===== src/rtl/am2940_pkg.sv =====
// am2940_pkg: shared mode and state types for the AM2940 transfer sequencer
package am2940_pkg;
  typedef enum logic [1:0] {
    MODE_WC_DOWN  = 2'b00,
    MODE_WC_CMP   = 2'b01,
    MODE_ADDR_CMP = 2'b10,
    MODE_NONSTOP  = 2'b11
  } xfer_mode_e;
  typedef enum logic [1:0] {IDLE, XFER, FIN} seq_state_e;
endpackage


===== src/rtl/am2940_last_detect.sv =====
// am2940_last_detect: combinational last-transfer decode on pre-step counter values
module am2940_last_detect
  import am2940_pkg::*;
#(
  parameter int W = 8
) (
  input  xfer_mode_e     mode,
  input  logic [W-1:0]   wco,
  input  logic [W-1:0]   wreg,
  input  logic [W-1:0]   aco,
  input  logic [W-1:0]   addr_stop,
  output logic           last
);
  logic [W-1:0] wco_inc;
  assign wco_inc = wco + W'(1);
  always_comb
    last = mode == MODE_WC_DOWN  ? wco == W'(1) :
           mode == MODE_WC_CMP   ? wco_inc == wreg :
           mode == MODE_ADDR_CMP ? aco == addr_stop : 1'b0;
endmodule


===== src/rtl/am2940_xfer_seq.sv =====
// am2940_xfer_seq: DMA block sequencer stepping address/word counters per bus handshake
module am2940_xfer_seq
  import am2940_pkg::*;
#(
  parameter int W = 8
) (
  input  logic           clk,
  input  logic           rst,
  input  logic           start,
  input  logic           abort,
  input  logic [1:0]     mode,
  input  logic           addr_dec,
  input  logic [W-1:0]   addr_init,
  input  logic [W-1:0]   wc_init,
  input  logic [W-1:0]   wreg,
  input  logic [W-1:0]   addr_stop,
  input  logic           bus_ack,
  output logic           bus_req,
  output logic [W-1:0]   aco,
  output logic [W-1:0]   wco,
  output logic           busy,
  output logic           done,
  output logic           aborted
);
  seq_state_e state;
  xfer_mode_e mode_q;
  logic       dec_q;
  logic       last;
  am2940_last_detect #(.W(W)) u_last (
    .mode(mode_q),
    .wco(wco),
    .wreg(wreg),
    .aco(aco),
    .addr_stop(addr_stop),
    .last(last)
  );
  always_ff @(posedge clk)
    if (rst) begin
      state   <= IDLE;
      mode_q  <= MODE_WC_DOWN;
      dec_q   <= 1'b0;
      aco     <= '0;
      wco     <= '0;
      bus_req <= 1'b0;
      busy    <= 1'b0;
      done    <= 1'b0;
      aborted <= 1'b0;
    end else begin
      done    <= 1'b0;
      aborted <= 1'b0;
      case (state)
        IDLE: if (start) begin
          state   <= XFER;
          mode_q  <= xfer_mode_e'(mode);
          dec_q   <= addr_dec;
          aco     <= addr_init;
          wco     <= xfer_mode_e'(mode) == MODE_WC_DOWN ? wc_init : '0;
          bus_req <= 1'b1;
          busy    <= 1'b1;
        end
        XFER: if (abort) begin
          state   <= IDLE;
          bus_req <= 1'b0;
          busy    <= 1'b0;
          aborted <= 1'b1;
        end else if (bus_ack) begin
          aco <= dec_q ? aco - W'(1) : aco + W'(1);
          wco <= mode_q == MODE_WC_DOWN ? wco - W'(1) : wco + W'(1);
          if (last) begin
            state   <= FIN;
            bus_req <= 1'b0;
            busy    <= 1'b0;
            done    <= 1'b1;
          end
        end
        default: state <= IDLE;
      endcase
    end
endmodule


===== config.mk =====
export PLATFORM = sky130hd
export DESIGN_NAME = am2940_xfer_seq
export DESIGN_NICKNAME = d
export VERILOG_FILES = /design/src/rtl/am2940_pkg.sv /design/src/rtl/am2940_last_detect.sv /design/src/rtl/am2940_xfer_seq.sv
export SDC_FILE = /design/constraint.sdc
export NUM_CORES = 1
export LEC_CHECK = 0
export CORE_ASPECT_RATIO = 0.9
export CORE_MARGIN = 2
export CORE_UTILIZATION = 55
export CTS_CLUSTER_SIZE = 14
export DETAILED_ROUTE_END_ITERATION = 10
export DONT_BUFFER_PORTS = 1
export HOLD_SLACK_MARGIN = 0.06
export PLACE_DENSITY = 0.72
export RECOVER_POWER = 100
export SLEW_MARGIN = 20
export SYNTH_ARGS = -nofsm -noshare
export SYNTH_HDL_FRONTEND = slang
export SYNTH_SLANG_ARGS = --single-unit

===== constraint.sdc =====
create_clock -name clk -period 2 [get_ports clk]
set_clock_uncertainty 0.1 [all_clocks]
set_input_delay 0.3 -clock clk [delete_from_list [all_inputs] [get_ports clk]]
set_output_delay 0.3 -clock clk [all_outputs]
set_load 0.01 [all_outputs]

==> impl_metrics.yaml <==
place:
  place_area_mm2: 0.00212
  io_buffers: 0
  hpwl_um: 3910
  gp_congestion: 0.883
  placedCellCount: 291
sta:
  fin_setup_tns_ns: 0
  hold_viol_final: 13
  rsz0062_at_grt: "yes"
  setup_viol: 0
  finalCritPeriodShare_pct: 99.1
  relSlewSlack_pct: 61.9
  worst-slew-pin-transition_ns: 0.568
  fmax_mhz: 504
  min_period_ns: 1.98
  hold_slack_ns: -0.0157
  report.final.slew_viol_count: 0
clock_tree:
  clk_latency_ns: 0.27
  cts_hold_buf: 4
  cts-htree-levels: 1
  clk_pin_slew_worst_paths_ns: 0.09
  clockBufferDepth: 2
  cts_tree: "done"
  cts_root_buf: "clkbuf_8"
  cts_made_buffers: 3
  cts.sinks: 24
drt:
  drc: 0
  post_drt_wl_per_cell_um: 18.1
  num_vias: 1837
  routed_wl_um: 5420
  firstDrtPassIters: 4
  postRouteAntennaNets: 0
  via_per_inst: 6.12
  drt_iter0_drc: 86
global_route:
  grt_max_degree: 25
  grt_pass1_wl_um: 8420
  antenna_found_initial: 0
  track_usage_pct: 28.0
  grt_overflow_total: 0
  grt_pass1_vias: 1766
yosys:
  seq_area_frac_synth_pct: 25.3
  ys_warn_count: 0
  yosysTopAreaCell: "dfxtp_1"
  yosysTopAreaCellShare_pct: 25.3
  synth_area_per_cell_um2: 8.28
  syn_area_mm2: 0.00190
  yosys.cell_types.count: 56
  async_flop_share_pct: 0
  synth_edf_count: 0
  synth_cells: 229
  synth_fp_nets: 279
  synthTopCellsByArea: "dfxtp_1 (25%), xnor2_1 (8.8%), ha_1 (5.9%)"
  yosys_register_bits: 24
  synth_ff_type: "dfxtp_1"
layout:
  fin_area_mm2: 0.00236
  antenna_cells: 0
  fin_nets: 307
  instances_no_fill: 300
  area_delta_synth_final_pct: 24.4
  drive_gt1_share_pct: 28.9
power_and_ir_drop:
  clkPwrFrac_pct: 23.1
  seqPwrFrac_pct: 39.0
  power_density_mw_per_mm2: 623
  p_comb_share_pct: 38.0
  p_leak_nw: 0.912
  p_total_mw: 1.47
  p_sw_mw: 0.505
  swShare_pct: 34.4
  power.internal_mw: 0.962
  max-vdd-ir-drop_uv: 501
critical_path:
  cp-end-kind: "flip-flop"
  path_max_fanout: 4
  critPathLaunchType: "flip-flop"
  path_class: "flip-flop to flip-flop"
  worstPathRequired_ns: 2.07
  arrival_ns: 2.06
floorplan:
  die_w_um: 65.9
  start_util_pct: 57.0
  num_rows: 20
  io_pins: 60
  die_h_um: 59.7
  dieArea_mm2: 0.00393
  core_mm2: 0.00333
min_path:
  hp-class: "input port to flip-flop"
run_status:
  status: "finished, violations left"
  failed_checks: "hold timing"
job:
  max_cap_viol_count: 0
==> kinds of logic (layout without fill, tap and decap cells) <==
kind of cell / after synthesis / after routing / synth area share (%)
AO/OA/AOI/OAI: 60 / 60 / 23.9
XOR/XNOR: 28 / 28 / 12.9
adder cells (fa/ha/maj): 10 / 10 / 7.00
buffers and inverters: 23 / 50 / 5.94
flip-flops: 24 / 24 / 25.3
multiplexers: 4 / 4 / 2.11
AND/OR/NAND/NOR: 80 / 80 / 22.8
==> layout by cell type (no fill, tap or decap), drive strengths merged, types with 6 or more instances in the layout <==
| master | instances |
|---|---|
| nor2 | 26 |
| nand3 | 6 |
| a21oi | 6 |
| buf | 32 |
| nand2 | 14 |
| inv | 10 |
| xor2 | 9 |
| ha | 9 |
| xnor2 | 19 |
| a211oi | 7 |
| dfxtp | 24 |
| o21ai | 12 |
| nor3 | 10 |
==> state kept, by name, indices dropped and copies added (netlist names) <==
signal,flops
dec_q,1
aco,8
wco,8
done,1
state,2
mode_q,2
busy,1
aborted,1
==> stage by stage <==
stage          util, %  setup WS, ns
4_1_cts           67.0       0.00432
6_report          70.8        0.0173
5_1_grt           70.8        -0.124
2_1_floorplan        -        0.0248
3_5_place_dp      63.6       -0.0542
3_3_place_gp      63.6       0.00127
==> critical path, stage by stage (launching register included) <==
cell and delay (ns):
dfxtp_2 0.36, inv_1 0.07, fa_2 0.36, nor2b_2 0.18, o21ai_1 0.08, nand2b_1 0.11
a311oi_2 0.10, xor2_1 0.18, a2111oi_2 0.35
==> worst paths after layout <==
kind                             start       end  slack (ns)  cells past startpoint
worst max-delay path             dec_q    aco[6]        0.02                      8
worst min-delay path               rst  state[0]       -0.02                      1
worst max register to register   dec_q    aco[6]        0.02                      8
worst min register to register  aco[1]    aco[1]        0.40                      2
==> layout make-up <==
class	count	area, um^2
clock buffers	4	55.1
fillers	280	971
inverters	10	40.0
multi-input cells	182	1430
flip-flops and latches	24	495
well taps	44	55.1
repair buffers	36	284
==> cell usage after synthesis, drive strengths merged, types with 2 or more instances <==
master	count
a2111oi	3
a211oi	7
a21o	4
a21oi	6
a221oi	4
a22oi	3
a2bb2oi	2
a311oi	4
a31oi	2
buf	7
clkbuf	6
dfxtp	24
ha	9
inv	10
mux2i	4
nand2	14
nand2b	2
nand3	6
nand4	4
nor2	26
nor2b	4
nor3	10
nor3b	2
nor4	4
o21ai	12
o31ai	3
or3	3
xnor2	19
xor2	9
==> power by group through the flow <==
stage / Sequential (mW) / Clock, mW / Combinational [mW]
finish: 0.572 / 0.339 / 0.557
global route: 0.577 / 0.359 / 0.609
CTS: 0.563 / 0.338 / 0.506
detailed placement: 0.574 / 0 / 0.489
global placement: 0.573 / 0 / 0.481
floorplan: 0.582 / 0 / 0.348
==> timing repair <==
| item | in CTS | in global routing |
|---|---|---|
| hold endpoints to repair | 24 | 20 |
| gates resized for setup | 6 | 24 |
| endpoints found under the setup margin | 3 | 10 |
| pin swaps | 2 | 12 |
| buffers inserted | 0 | 1 |
==> routing by layer <==
layer / GRT usage [%] / share of wire (%) / up-vias
met5: 0 / 0 / -
met4: 7.14 / 1.8 / 0
met3: 5.46 / 6.1 / 10
met2: 48.8 / 49 / 65
met1: 35.6 / 43 / 869
li1: - / - / 893
(Power assumes the default switching activity.)
